===== src/rtl/fa_pkg.sv =====
// Shared types and helpers for the chunk-serial adder and its bench.
package fa_pkg;

  // Operation phases of the chunk-serial adder.
  typedef enum logic [1:0] {
    IDLE = 2'd0,
    RUN  = 2'd1,
    DONE = 2'd2
  } fa_state_t;

  // Width of the chunk index: clog2 of the chunk count, never narrower than one bit.
  function automatic int idx_width(input int nchunk);
    return (nchunk > 1) ? $clog2(nchunk) : 1;
  endfunction

endpackage


===== src/rtl/fa_chunk.sv =====
// Combinational ripple of CHUNK full-adder cells. Also exposes the carry into
// the top cell so the caller can derive signed overflow for the final chunk.
module fa_chunk #(
  parameter int CHUNK = 4
) (
  input  logic [CHUNK-1:0] x,
  input  logic [CHUNK-1:0] y,
  input  logic             ci,
  output logic [CHUNK-1:0] sum,
  output logic             co,
  output logic             c_msb
);

  logic cy;

  // Ripple the carry bit by bit, capturing the carry entering the top cell.
  always_comb begin
    sum   = '0;
    cy    = ci;
    c_msb = ci;
    for (int i = 0; i < CHUNK; i++) begin
      if (i == CHUNK - 1) c_msb = cy;
      sum[i] = x[i] ^ y[i] ^ cy;
      cy     = (x[i] & y[i]) | (cy & (x[i] ^ y[i]));
    end
    co = cy;
  end

endmodule


===== src/rtl/fa_seq_nb.sv =====
// Chunk-serial multi-cycle adder: WIDTH-bit a + b + c_in computed CHUNK bits per
// clock through one shared fa_chunk, with valid/ready handshakes on both sides.
// The result (s, c_out, overflow) persists until the next operation overwrites it;
// consumers qualify it with out_valid.
module fa_seq_nb
  import fa_pkg::*;
#(
  parameter int WIDTH = 16,
  parameter int CHUNK = 4
) (
  input  logic             clk,
  input  logic             rst_n,
  input  logic             in_valid,
  output logic             in_ready,
  input  logic [WIDTH-1:0] a,
  input  logic [WIDTH-1:0] b,
  input  logic             c_in,
  output logic             out_valid,
  input  logic             out_ready,
  output logic [WIDTH-1:0] s,
  output logic             c_out,
  output logic             overflow
);

  localparam int NCHUNK = WIDTH / CHUNK;
  localparam int IDXW   = idx_width(NCHUNK);
  localparam logic [IDXW-1:0] LAST_IDX = IDXW'(NCHUNK - 1);

  if ((CHUNK < 1) || (WIDTH % CHUNK != 0)) begin : g_param_check
    $error("fa_seq_nb: WIDTH (%0d) must be a positive multiple of CHUNK (%0d)", WIDTH, CHUNK);
  end

  fa_state_t        state;
  fa_state_t        state_nxt;
  logic [IDXW-1:0]  idx;
  logic             carry;
  logic [WIDTH-1:0] a_q;
  logic [WIDTH-1:0] b_q;
  logic [CHUNK-1:0] x_sel;
  logic [CHUNK-1:0] y_sel;
  logic [CHUNK-1:0] chunk_sum;
  logic             chunk_co;
  logic             chunk_c_msb;
  logic             last;
  logic             accept;

  assign last   = (idx == LAST_IDX);
  assign accept = (state == IDLE) && in_valid;

  // State register.
  always_ff @(posedge clk) begin
    if (!rst_n) state <= IDLE;
    else        state <= state_nxt;
  end

  // Next-state decode: one pass through RUN per chunk, then hold in DONE until drained.
  always_comb begin
    state_nxt = state;
    case (state)
      IDLE:    if (in_valid)  state_nxt = RUN;
      RUN:     if (last)      state_nxt = DONE;
      DONE:    if (out_ready) state_nxt = IDLE;
      default:                state_nxt = IDLE;
    endcase
  end

  // Handshake outputs come from state alone, so no input-to-output combinational path.
  always_comb begin
    in_ready  = (state == IDLE);
    out_valid = (state == DONE);
  end

  // Operand latches; data only, so no reset. Later changes on a/b are invisible.
  always_ff @(posedge clk) begin
    if (accept) begin
      a_q <= a;
      b_q <= b;
    end
  end

  // Select the operand chunks addressed by idx with constant part-selects.
  always_comb begin
    x_sel = '0;
    y_sel = '0;
    for (int i = 0; i < NCHUNK; i++) begin
      if (idx == IDXW'(i)) begin
        x_sel = a_q[i*CHUNK +: CHUNK];
        y_sel = b_q[i*CHUNK +: CHUNK];
      end
    end
  end

  fa_chunk #(
    .CHUNK (CHUNK)
  ) u_chunk (
    .x     (x_sel),
    .y     (y_sel),
    .ci    (carry),
    .sum   (chunk_sum),
    .co    (chunk_co),
    .c_msb (chunk_c_msb)
  );

  // Chunk index, running carry and result registers; sum chunks are written in place.
  always_ff @(posedge clk) begin
    if (!rst_n) begin
      idx      <= '0;
      carry    <= 1'b0;
      s        <= '0;
      c_out    <= 1'b0;
      overflow <= 1'b0;
    end else begin
      case (state)
        IDLE: begin
          if (in_valid) begin
            carry <= c_in;
            idx   <= '0;
          end
        end
        RUN: begin
          for (int i = 0; i < NCHUNK; i++) begin
            if (idx == IDXW'(i)) s[i*CHUNK +: CHUNK] <= chunk_sum;
          end
          carry <= chunk_co;
          if (last) begin
            c_out    <= chunk_co;
            overflow <= chunk_c_msb ^ chunk_co;
          end else begin
            idx <= idx + 1'b1;
          end
        end
        default: ;
      endcase
    end
  end

endmodule


===== config.mk =====
export PLATFORM = sky130hd
export DESIGN_NAME = fa_seq_nb
export DESIGN_NICKNAME = d
export VERILOG_FILES = /design/src/rtl/fa_pkg.sv /design/src/rtl/fa_chunk.sv /design/src/rtl/fa_seq_nb.sv
export SDC_FILE = /design/constraint.sdc
export NUM_CORES = 1
export LEC_CHECK = 0
export ABC_AREA = 1
export CAP_MARGIN = 15
export CELL_PAD_IN_SITES_DETAIL_PLACEMENT = 1
export CELL_PAD_IN_SITES_GLOBAL_PLACEMENT = 1
export CORE_MARGIN = 3
export CORE_UTILIZATION = 39
export DETAILED_ROUTE_END_ITERATION = 16
export PLACE_DENSITY = 0.85
export SYNTH_ARGS = -nofsm -noshare
export SYNTH_HDL_FRONTEND = slang
export SYNTH_SLANG_ARGS = --single-unit

===== constraint.sdc =====
create_clock -name clk -period 7.6 [get_ports clk]
set_input_delay 1.14 -clock clk [delete_from_list [all_inputs] [get_ports clk]]
set_output_delay 1.14 -clock clk [all_outputs]
set_load 0.01 [all_outputs]

**Yosys cells after proc, flatten, opt, wreduce, memory -nomap -nowiden**

Index checks and enable logic that the tools add are counted.

- Flip-flop bits (word level): 55
- Bits of input ports: 37
- Logic and storage cells: 70

- Add/subtract/negate cells: 1
- Equality and inequality tests: 9
- Muxes and demuxes: 17
- Bitwise gates (word level): 21
- Reductions and logical operators: 11

Operator list:

| cell | count |
|---|---|
| $mux 4 | 8 |
| $mux 2 | 5 |
| $reduce_and 2->1 | 5 |
| $xor 1x1->1 | 9 |
| $and 1x1->1 | 8 |
| $eq 2x2->1 const B | 3 |
| $ne 2x2->1 const B | 3 |
| $pmux 2 s3 | 1 |
| $reduce_and 3->1 | 2 |
| $eq 2x1->1 const B | 2 |
| $logic_not 2->1 | 2 |
| $or 1x1->1 | 4 |
| $pmux 2 s2 | 1 |
| $add 2x1->2 const B | 1 |
| $ne 2x1->1 const B | 1 |
| $pmux 1 s2 | 1 |
| $reduce_bool 2->1 | 1 |
| $logic_and 1x1->1 | 1 |
| $mux 1 | 1 |

**Depth between registers and ports, before layout**

- Word-level depth: 15
- Depth in mapped cells: 16
- Depth with buffers taken out: 15

**Modules after synthesis**

Synthesis repeated with hierarchy kept, for this count alone.

- Cells, all modules: 246
- Area total of the unflattened synthesis: 2311.0 um^2

By module, submodules not included:

| module | instances | cells an instance | area an instance (um^2) |
|---|---|---|---|
| fa_seq_nb | 1 | 234 | 2200.9 |
| fa_chunk | 1 | 12 | 110.1 |

**Least setup slack after synthesis**

No wires, ideal clock.

- Path kind: register to register
- From: register idx[0]
- To: register overflow
- Setup time: 0.116 ns
- Arrival time: 2.877 ns
- Data required time: 7.484 ns
- Slack: 4.607 ns
- Stages on the path, launching flop included: 15
- Clock period less this slack: 2.993 ns
- Path through: dfxtp_1 -> inv_1 -> ha_1 -> buf_2 -> a21oi_1 -> nand2_1 -> a21boi_0 -> fa_1 -> inv_1 -> fa_1 -> fa_1 -> fa_1 -> xor2_1 -> nor2_1 -> nor2_1

- Word-level cells in the longest chain between the ends: 15
- Elaborated cells between the ends (all ways): 30
- Those cells by class: eq/ne: 3; mux: 8; bitwise: 17; reduce/logical: 2

Ends and longest elaborated chain:

| item | line | RTL |
|---|---|---|
| start: declaration | fa_seq_nb.sv:35 | `logic [IDXW-1:0] idx;` |
| start signal: assignment | fa_seq_nb.sv:129 | `idx <= idx + 1'b1;` |
| $logic_not 2->1 | fa_seq_nb.sv:86 | `if (idx == IDXW'(i)) begin` |
| $mux 4 (4 in a row) | fa_seq_nb.sv:86 |  |
| $xor 1x1->1 | fa_chunk.sv:24 | `cy = (x[i] & y[i]) \| (cy & (x[i] ^ y[i]));` |
| $and 1x1->1 | fa_chunk.sv:24 |  |
| $or 1x1->1 | fa_chunk.sv:24 |  |
| $and 1x1->1 | fa_chunk.sv:24 |  |
| $or 1x1->1 | fa_chunk.sv:24 |  |
| $and 1x1->1 | fa_chunk.sv:24 |  |
| $or 1x1->1 | fa_chunk.sv:24 |  |
| $and 1x1->1 | fa_chunk.sv:24 |  |
| $or 1x1->1 * | fa_chunk.sv:24 |  |
| via chunk_co | fa_seq_nb.sv:42 | `logic chunk_co;` |
| $xor 1x1->1 * | fa_seq_nb.sv:127 | `overflow <= chunk_c_msb ^ chunk_co;` |
| end signal: assignment | fa_seq_nb.sv:127 |  |
| end: declaration | fa_seq_nb.sv:22 | `output logic overflow` |

The timed path passes the listed nets; every way through them passes the cells marked *.
A chain may end at the register's enable or synchronous reset.

**Worst setup path after layout**

Same ends and word-level chain as after synthesis.

==> metrics.md <==
| Metric | Value |
|---|---|
| Status | finished clean |
| Peak VDD IR | 0.124 mV |
| Power Density | 217 nW/um^2 |
| Skew-Pair Late Insertion Delay | around 0.3 ns |
| CTS tree | yes |
| Tightest Pin Transition | ~0.65 ns |
| Total congestion overflow | 0 |
| Max-slew violations | 0 |
| Fin cells | 369 |
| Fin util | 0.544 |
| Initial Util | 0.409 |
| CTS H-tree lvls | 2 |
| Crit end category | register |
| Vias in the first global route | 1884 |
| Required @ worst endpoint | between 7 and 8 ns |
| DR vias/cell | 4.93 |
| P&R area growth vs syn | 33.0% |
| Antenna-violating nets left | 0 |
| Initial antenna violation count | 0 |
| Worst path arrival time | about 3.7 ns |
| Vias | 1820 |
| Pwr Total | 0.661 mW |
| TritonCTS Buffers | 5 |
| Mapped Avg Cell Area | 9.67 sq um |
| Worst stage delay on the critical path | 0.45 ns |
| Leak Pwr | 1.25 nW |
| Crit start category | register |
| Aggregate routed wire length | 5810 um |
| Largest net degree at the start of global routing | 33 |
| Flop2flop setup slack | 4.06 ns |
| Placed cell count | 360 |
| Setup TNS | 0 ns |
| Register area share after synthesis | 0.620 |
| Post-synth cell types | 20 |
| Clock transition at the registers of the reported paths | 0.09 ns |
| DRT Pass-1 Iters | 4 |
| DP Wirelength | 4320 um |
| Floorplan core area | 5610 sq um |
| I/O Buffers | 56 |
| Clock Path Buffers | 2 |
| Die footprint | 6830 sq um |
| Max Cap Violations | 0 |
| WS Path Type | reg2reg |
| Violation count after the first detailed-routing iteration | 84 |
| Ys Warns | 0 |
| NetSw | 0.180 mW |
| Gate power share | 0.218 |
| Critical-path cell list | inv_1 > ha_1 > inv_2 > nor2_1 > nor2_1 > a21boi_0 > fa_1 > inv_1 > fa_1 > fa_1 > fa_1 > xor2_1 > nor2_1 > nor2_1 |
| DIE WIDTH | around 83 um |
| Synth Instances | 237 |
| Part of the cycle the worst path needs | 0.465 |
| I/O Pins | 57 |
| Fin. Hold Viols | 0 |
| Final hold slack | between 0.5 and 0.6 ns |
| Slew HR | 0.563 |
| Slowest stage cell, crit path | fa_1 |
| Switch share | 0.272 |
| # diodes | 0 |
| Post-cts sizing count | 0 |
| Clk sink count | 55 |
| Worst-path fanout max | 10 |
| Layout cells sized above 1 | 0.0404 |
| Num rows | 27 |
| Unrepaired setup endpoints after global routing | false |
| Clock root buffer | clkbuf_8 |
| WL per Instance | 15.7 um |
| Die Ht | slightly above 80 um |
| Internal Power | slightly below 0.5 mW |
| Crit path time final | 3.54 ns |
| CP bufs+invs | 3 |
| Placer congestion estimate | 0.865 |
| Top achievable clock speed | 283 MHz |
| Hold WC Path Type | reg2reg |
| Post-synthesis register bit count | 55 |
| Post-CTS Setup Bufs | 0 |
| Worst Clk Skew | approximately 0.0027 ns |
| Family with the most delay on the worst path | adder cells |
| Nets | 341 |
| Syn_nets | 282 |
| First-pass GRT wire length | 9180 um |
| DRC | 0 |
| Mapped cell area | 2290 sq um |
| GRT Overall Usage | 0.183 |
| Sequential power share | 0.520 |
| Clock power frac | 0.261 |
| Hold Buf Count CTS | 0 |
| # setup viols final | 0 |
## Yosys cell counts
cell	n	area, sq um
a21boi_0	1	7.51
a21oi_1	16	80.1
buf_2	3	15.0
clkbuf_1	2	7.51
dfxtp_1	23	460
edfxtp_1	32	961
fa_1	4	80.1
ha_1	4	50.1
inv_1	18	67.6
inv_2	1	3.75
nand2_1	41	154
nand2_2	1	6.26
nand3_1	9	45.0
nor2_1	58	218
nor2_2	1	6.26
nor2_4	1	11.3
o211ai_1	1	7.51
o21ai_0	19	95.1
or2_2	1	6.26
xor2_1	1	8.76
## path summary, 6_finish.rpt
kind	start	to	cells past startpoint
setup reg to reg	idx[0]$_SDFFE_PN0P_	overflow$_SDFFE_PN0P_	14
hold reg to reg	s[0]$_SDFFE_PN0P_	s[0]$_SDFFE_PN0P_	2
hold / removal	s[0]$_SDFFE_PN0P_	s[0]$_SDFFE_PN0P_	2
setup / recovery	idx[0]$_SDFFE_PN0P_	overflow$_SDFFE_PN0P_	14
## per-stage QoR
| step | setup slack [ns] | instance area (sq um) |
|---|---|---|
| after detailed placement | 4.13 | 2920 |
| after floorplan | 4.61 | 2290 |
| after global placement | 4.27 | 2920 |
| after global routing | 3.85 | 3050 |
| after CTS | 4.10 | 3020 |
| final | 4.06 | 3050 |
## logic make-up (layout without fill, tap and decap cells)
group	Yosys count	in the layout	share of synthesized area
buf+inv	24	84	0.0410
simple gates	112	112	0.195
xor+xnor	1	1	0.00382
flops	55	55	0.620
fa+ha+maj	8	8	0.0568
compound gates	37	37	0.0830
## routing by layer
layer  track usage  share of wire
met2         0.322           0.50
met4        0.0621          0.017
met5             0              0
met1         0.223           0.43
met3        0.0390          0.051
## layout by cell type, fill, tap and decap left out, types with 4 or more instances in the layout
cell / synthesis / routed
nor2_1: 58 / 58
o21ai_0: 19 / 19
clkbuf_8: 0 / 5
a21oi_1: 16 / 16
fa_1: 4 / 4
ha_1: 4 / 4
clkdlybuf4s50_1: 0 / 56
edfxtp_1: 32 / 32
inv_1: 18 / 19
nand2_1: 41 / 41
dfxtp_1: 23 / 23
nand3_1: 9 / 9
## sequential cells by signal (all words and copies together), names as in the netlist
register,count
s,16
state,2
b_q,16
a_q,16
carry,1
c_out,1
idx,2
overflow,1
## power by group through the flow
| stage | clock network, mW | registers [mW] | logic, mW |
|---|---|---|---|
| floorplan | 0 | 0.350 | 0.0794 |
| global placement | 0 | 0.350 | 0.137 |
| detailed placement | 0 | 0.351 | 0.140 |
| CTS | 0.179 | 0.344 | 0.142 |
| global route | 0.189 | 0.346 | 0.163 |
| finish | 0.173 | 0.344 | 0.144 |
## tightest hold or removal path, stage by stage, from the launching register on
cell and delay [ns]:
dfxtp_1 0.33, o21ai_0 0.08, nor2_1 0.07
## area by class of cell
class	instances	area [sq um]
timing repair buffer	57	588
fill	649	2560
inverter	19	71.3
clock inverter	1	3.75
clock buffer	7	97.6
multi-input combinational	158	776
sequential	55	1420
tap	72	90.1
Power figures use the tool's default switching activity.
